`src/rtl/scan_code_gen.sv`:
```
// Steps a 3-bit channel code through the enabled bits of an 8-bit mask.
// Each code is held for a programmable dwell, and a one-cycle pulse marks each wrap.
module scan_code_gen #(
    parameter int DWELL_W = 8
) (
    input  logic               clk,
    input  logic               rstN,
    input  logic               inEnable,
    input  logic               inHold,
    input  logic [7:0]         inMask,
    input  logic [DWELL_W-1:0] inDwell,
    output logic [2:0]         outData,
    output logic               outValid,
    output logic               outWrap
);

    localparam logic ST_IDLE  = 1'b0;
    localparam logic ST_DWELL = 1'b1;

    logic               state_q, state_d;
    logic [2:0]         code_q, code_d;
    logic               valid_q, valid_d;
    logic               wrap_q, wrap_d;
    logic [DWELL_W-1:0] cnt_q, cnt_d;

    logic [7:0] above_mask;
    logic [2:0] first_code;
    logic [2:0] next_code;
    logic       mask_empty;

    function automatic logic [2:0] lowest_set(input logic [7:0] m);
        logic [2:0] idx;
        idx = 3'd0;
        for (int i = 7; i >= 0; i--) begin
            if (m[i]) idx = 3'(i);
        end
        return idx;
    endfunction

    // Channels strictly above the current code; empty means the next advance wraps.
    for (genvar gi = 0; gi < 8; gi++) begin : g_above
        assign above_mask[gi] = inMask[gi] & (code_q < 3'(gi));
    end

    assign mask_empty = (inMask == 8'd0);
    assign first_code = lowest_set(inMask);
    assign next_code  = (above_mask != 8'd0) ? lowest_set(above_mask) : first_code;

    always_comb begin
        state_d = state_q;
        code_d  = code_q;
        valid_d = valid_q;
        cnt_d   = cnt_q;
        wrap_d  = 1'b0;
        case (state_q)
            ST_IDLE: begin
                valid_d = 1'b0;
                if (inEnable && !mask_empty) begin
                    state_d = ST_DWELL;
                    code_d  = first_code;
                    valid_d = 1'b1;
                    cnt_d   = '0;
                end
            end
            default: begin
                if (!inEnable || mask_empty) begin
                    state_d = ST_IDLE;
                    valid_d = 1'b0;
                end else if (inHold) begin
                    cnt_d = cnt_q;
                end else if (cnt_q >= inDwell) begin
                    // >= lets a mid-dwell reduction of inDwell take effect at once
                    code_d = next_code;
                    cnt_d  = '0;
                    wrap_d = (next_code <= code_q);
                end else begin
                    cnt_d = cnt_q + 1'b1;
                end
            end
        endcase
    end

    always_ff @(posedge clk or negedge rstN) begin
        if (!rstN) begin
            state_q <= ST_IDLE;
            code_q  <= 3'd0;
            valid_q <= 1'b0;
            wrap_q  <= 1'b0;
            cnt_q   <= '0;
        end else begin
            state_q <= state_d;
            code_q  <= code_d;
            valid_q <= valid_d;
            wrap_q  <= wrap_d;
            cnt_q   <= cnt_d;
        end
    end

    assign outData  = code_q;
    assign outValid = valid_q;
    assign outWrap  = wrap_q;

endmodule

```
`config.mk`:
```
export PLATFORM = sky130hd
export DESIGN_NAME = scan_code_gen
export DESIGN_NICKNAME = d
export VERILOG_FILES = /design/src/rtl/scan_code_gen.sv
export SDC_FILE = /design/constraint.sdc
export NUM_CORES = 1
export LEC_CHECK = 0
export ABC_AREA = 1
export CORE_AREA = 3 3 67 69
export DETAILED_ROUTE_END_ITERATION = 7
export DIE_AREA = 0 0 70 72
export DONT_BUFFER_PORTS = 1
export SYNTH_ARGS = -nofsm -noshare
export SYNTH_HDL_FRONTEND = slang
export SYNTH_SLANG_ARGS = --single-unit
```
`constraint.sdc`:
```
create_clock -name clk -period 4.8 [get_ports clk]
set_input_delay 0.48 -clock clk [delete_from_list [all_inputs] [get_ports clk]]
set_output_delay 0.48 -clock clk [all_outputs]
set_load 0.05 [all_outputs]
```
# Yosys cells after proc, flatten, opt, wreduce, memory -nomap -nowiden
# Cells that the tools add are included.
# op_classes
add_sub_neg,1
magnitude_cmp,10
eq_ne,4
mux,36
n_bitwise,8
reduce_logical,9
# op_table
op,count
2-to-1 mux 3 bit,22
2-to-1 mux 8 bit,5
"< comparator 3 bit, second input constant",4
2-to-1 mux 1 bit,9
"adder 8 x 1 -> 8 bit, second input constant",1
bitwise AND 1 bit,8
>= comparator 8 bit,1
logical NOT 8 bit,1
nonzero test 8 bit,1
"< comparator 3 x 1 -> 1 bit, second input constant",2
"< comparator 3 x 2 -> 1 bit, second input constant",2
"inequality test 2 x 1 -> 1 bit, second input constant",2
"inequality test 2 bit, second input constant",2
AND reduction 4 bit,1
<= comparator 3 bit,1
AND reduction 3 bit,1
logical NOT 1 bit,2
nonzero test 2 bit,1
logical AND 1 bit,1
logical OR 1 bit,1
# totals
regBits,14
word_cells,73

# Logic depth before layout (Yosys ltp)
# depth
word_depth,16
mapped_depth,14
depth_no_buf,14

# Worst setup path before layout
# OpenSTA, ideal clock, no wires.
# synth_timing
path_type,register to register
startpoint,"register code_q[0], in the netlist outData[0]"
endpoint,"register wrap_q, in the netlist outWrap"
setup_ns,0.120
arrival_ns,1.984
setup_slack_ns,2.696
stages_incl_launch_ff,13
path_buffers,0
synth_period_minus_slack_ns,2.104
cell_sequence,dfrtp_1 nand3_1 nand2_1 nand3_1 nand3b_1 nand2_1 inv_1 ha_1 nand2_1 nor2_1 a211oi_1 o211ai_1 inv_1
# synth_via
elab_chain_cells,16
# synth_rtl
element,line,rtl
"start, declared",21,"logic [2:0] code_q, code_d;"
"start signal, assigned",92,code_q <= code_d;
< comparator 3 bit,42,assign above_mask[gi] = inMask[gi] & (code_q < 3'(gi));
bitwise AND 1 bit,42,
2-to-1 mux 3 bit (8 in series),35,if (m[i]) idx = 3'(i);
2-to-1 mux 3 bit,47,assign next_code = (above_mask != 8'd0) ? lowest_set(above_mask) : first_code;
<= comparator 3 bit (*),75,wrap_d = (next_code <= code_q);
2-to-1 mux 1 bit (*),71,end else if (cnt_q >= inDwell) begin
2-to-1 mux 1 bit (*),69,end else if (inHold) begin
2-to-1 mux 1 bit (*),66,if (!inEnable || mask_empty) begin
2-to-1 mux 1 bit (*),55,case (state_q)
via wrap_d,23,"logic wrap_q, wrap_d;"
"end signal, assigned",94,wrap_q <= wrap_d;
"end, declared",23,
# The timed path passes the listed nets; every way through them passes the cells marked *.
# A chain may end at the register's enable or synchronous reset.

# Worst setup path after layout
# Ends and elaborated chain as after synthesis.

==> results.json <==
{
  "status": "complete, no violations",
  "post-route-drc-count": 0,
  "grt_max_degree": 15,
  "nNetsFinal": 227,
  "first_pass_iters": 4,
  "crit_top_cell": "nand2_1",
  "tns_ns": 0,
  "min_path_type": "in -> reg",
  "root_buffer": "clkbuf_8",
  "cp.depth": 12,
  "area_growth_pct": 9.99,
  "syn-num-nets": 221,
  "finish.utilization_pct": 35.4,
  "required_ns": 4.93,
  "core_region_area_mm2": 0.00397,
  "startpoint_type": "flop",
  "htree_levels": 1,
  "synthArstFlopShare_pct": 100,
  "io_pins": 25,
  "slew_headroom_pct": 53.9,
  "critPathBufInv": 2,
  "ys_types": 30,
  "avgRoutedWirePerCell_um": 11.3,
  "postRouteAntennaNets": 0,
  "drt-initial-drc-count": 41,
  "worstHoldStart": "inEnable",
  "synth_area_leader_cell": "dfrtp_1",
  "power.density_mw_per_mm2": 296,
  "die_h_um": 72,
  "min_path_cells": 2,
  "r2r_end": "outWrap",
  "hold_end": "outValid",
  "rr_startpoint": "outData[0]",
  "num_vias": 1176,
  "period_share_pct": 48.6,
  "netlist.area_leader.share_pct": 27.4,
  "cts_tree": "done",
  "crit_chain": "nand3_1 -> nand2_1 -> nand3_1 -> nand3b_1 -> nand2_1 -> inv_1 -> ha_1 -> nand2_1 -> nor2_1 -> a211oi_1 -> o211ai_1 -> inv_1",
  "rsz0062_at_grt": "no",
  "reg2regPathDepth": 12,
  "p_leak_uw": 0.000738,
  "hold_viol": 0,
  "max_freq_ghz": 0.429,
  "cts_buffers": 3,
  "avgSynthCellArea_um2": 6.76,
  "die_area_mm2": 0.00504,
  "fin_skew_ns": 0.00635,
  "crit_type": "reg -> reg",
  "max_stage_delay_ns": 0.79,
  "ys_dominant_reg_cell": "dfrtp_1",
  "worst_slew_pin_slew_ns": 0.691,
  "critPathMaxFanout": 8,
  "cts_setup_buffers": 0,
  "clockBufferDepth": 2,
  "cts_sinks": 14,
  "grtUsageTotal_pct": 11.7,
  "cp.arrival_ns": 2.47,
  "fp-row-count": 23,
  "ys_warn_count": 0,
  "synth_area_leaders": "dfrtp_1, nand2_1, ha_1, inv_1, nor2_1",
  "place_hpwl_um": 2270,
  "report.final.slew_viol_count": 0,
  "synthCells": 189,
  "synth_edf_count": 0,
  "port_buffers": 0,
  "drive_above_1_share_pct": 8.25,
  "critPathSlowestCell": "dfrtp_1",
  "die_w_um": 70,
  "via_per_inst": 4.82,
  "grt_pass1_wl_um": 4830,
  "routed_wl_um": 2770,
  "grt_pass1_vias": 1130,
  "cp-end-kind": "flop",
  "yosys.cell_count.top_type": "nand2_1",
  "start_util_pct": 32.2,
  "antenna_found_initial": 0,
  "synth_seq_cells": 14,
  "r2r_slack_ns": 2.47,
  "worstSetupStartpoint": "outData[0]",
  "min_period_ns": 2.33,
  "synth_common_cells": "nand2_1, inv_1, nor2_1",
  "clock_latency_ns": 0.25,
  "maxCapViolCount": 0,
  "synthesis.area_mm2": 0.00128,
  "setup_viol": 0,
  "vdd.ir_drop.worst_mv": 0.0926,
  "clkSlewWorstSetupHoldPaths_ns": 0.06,
  "diodes": 0,
  "crit_family": "simple AND/OR/NAND/NOR gates",
  "gp_congestion": 0.764,
  "grt_overflow": 0,
  "yosysSeqAreaShare_pct": 27.4
}
[state kept, by name (all words and copies together) (netlist names)]
signal    cells
outWrap       1
cnt_q         8
outData       3
outValid      1
state_q       1
[placed cells by master, fill, tap and decap left out, types with 2 or more instances in the layout]
cell type  synthesis  routed
xnor2_1            2       2
nand2_1           51      51
inv_2              2       2
ha_1              12      12
o21ai_1            2       2
nor2_1            21      21
nand3_1           15      15
clkbuf_8           0       4
nor2_2             2       2
inv_1             31      31
o21ai_0            8       8
nand2_8            2       2
a21oi_1            6       6
nor3_1             3       3
dfrtp_1           14      14
nand4_1            3       3
[metrics by stage]
stage                     std cells  instance area (um2)  hold WS, ns  worst slack (ns)  total power, uW
after global placement          239                 1340        0.185              2.51              297
after CTS                       244                 1410        0.380              2.50              421
after global routing            244                 1410        0.385              2.18              453
after floorplan                 189                 1280        0.184              2.70              271
final                           244                 1410        0.389              2.47              415
after detailed placement        239                 1340        0.185              2.52              298
[cell type report]
type                    instances  area, um2
inverters                      35        144
flip-flops and latches         14        350
well taps                      50       62.6
fillers                       435       2570
clock buffers                   4       55.1
repair buffers                  1       10.0
multi-input cells             140        783
[metal layers]
metal | part of all wire (%) | wire, um | global-route usage (%)
met1 | 48 | 1320 | 14.4
met2 | 46 | 1280 | 20.6
met3 | 4.4 | 123 | 1.39
met4 | 1.4 | 38 | 5.11
met5 | 0 | 0 | 0
[worst max-delay path by stage]
stage	slack (ns)	end
finish	2.47	outWrap
global route	2.18	outWrap
global placement	2.51	outWrap
CTS	2.50	outWrap
floorplan	2.70	outWrap
detailed placement	2.52	outWrap
[cell families after synthesis]
family | after synthesis | share of synthesized area (%)
AND/OR/NAND/NOR | 103 | 37.6
buffers and inverters | 35 | 11.3
AO/OA/AOI/OAI | 22 | 9.89
flip-flops | 14 | 27.4
adder cells (fa/ha/maj) | 12 | 11.8
XOR/XNOR | 3 | 2.06
[power by group]
| part | total (uW) | switching (uW) | internal (uW) |
|---|---|---|---|
| Combinational | 125 | 76.2 | 48.7 |
| Sequential | 174 | 45.1 | 129 |
| Clock | 117 | 43.9 | 72.7 |
[timing repair]
| action | 4_1_cts | 5_1_grt |
|---|---|---|
| hold buffers | 1 | 0 |
| endpoints found under the hold margin | 14 | 0 |
| resized for setup | 0 | 0 |
(Power assumes the default switching activity.)
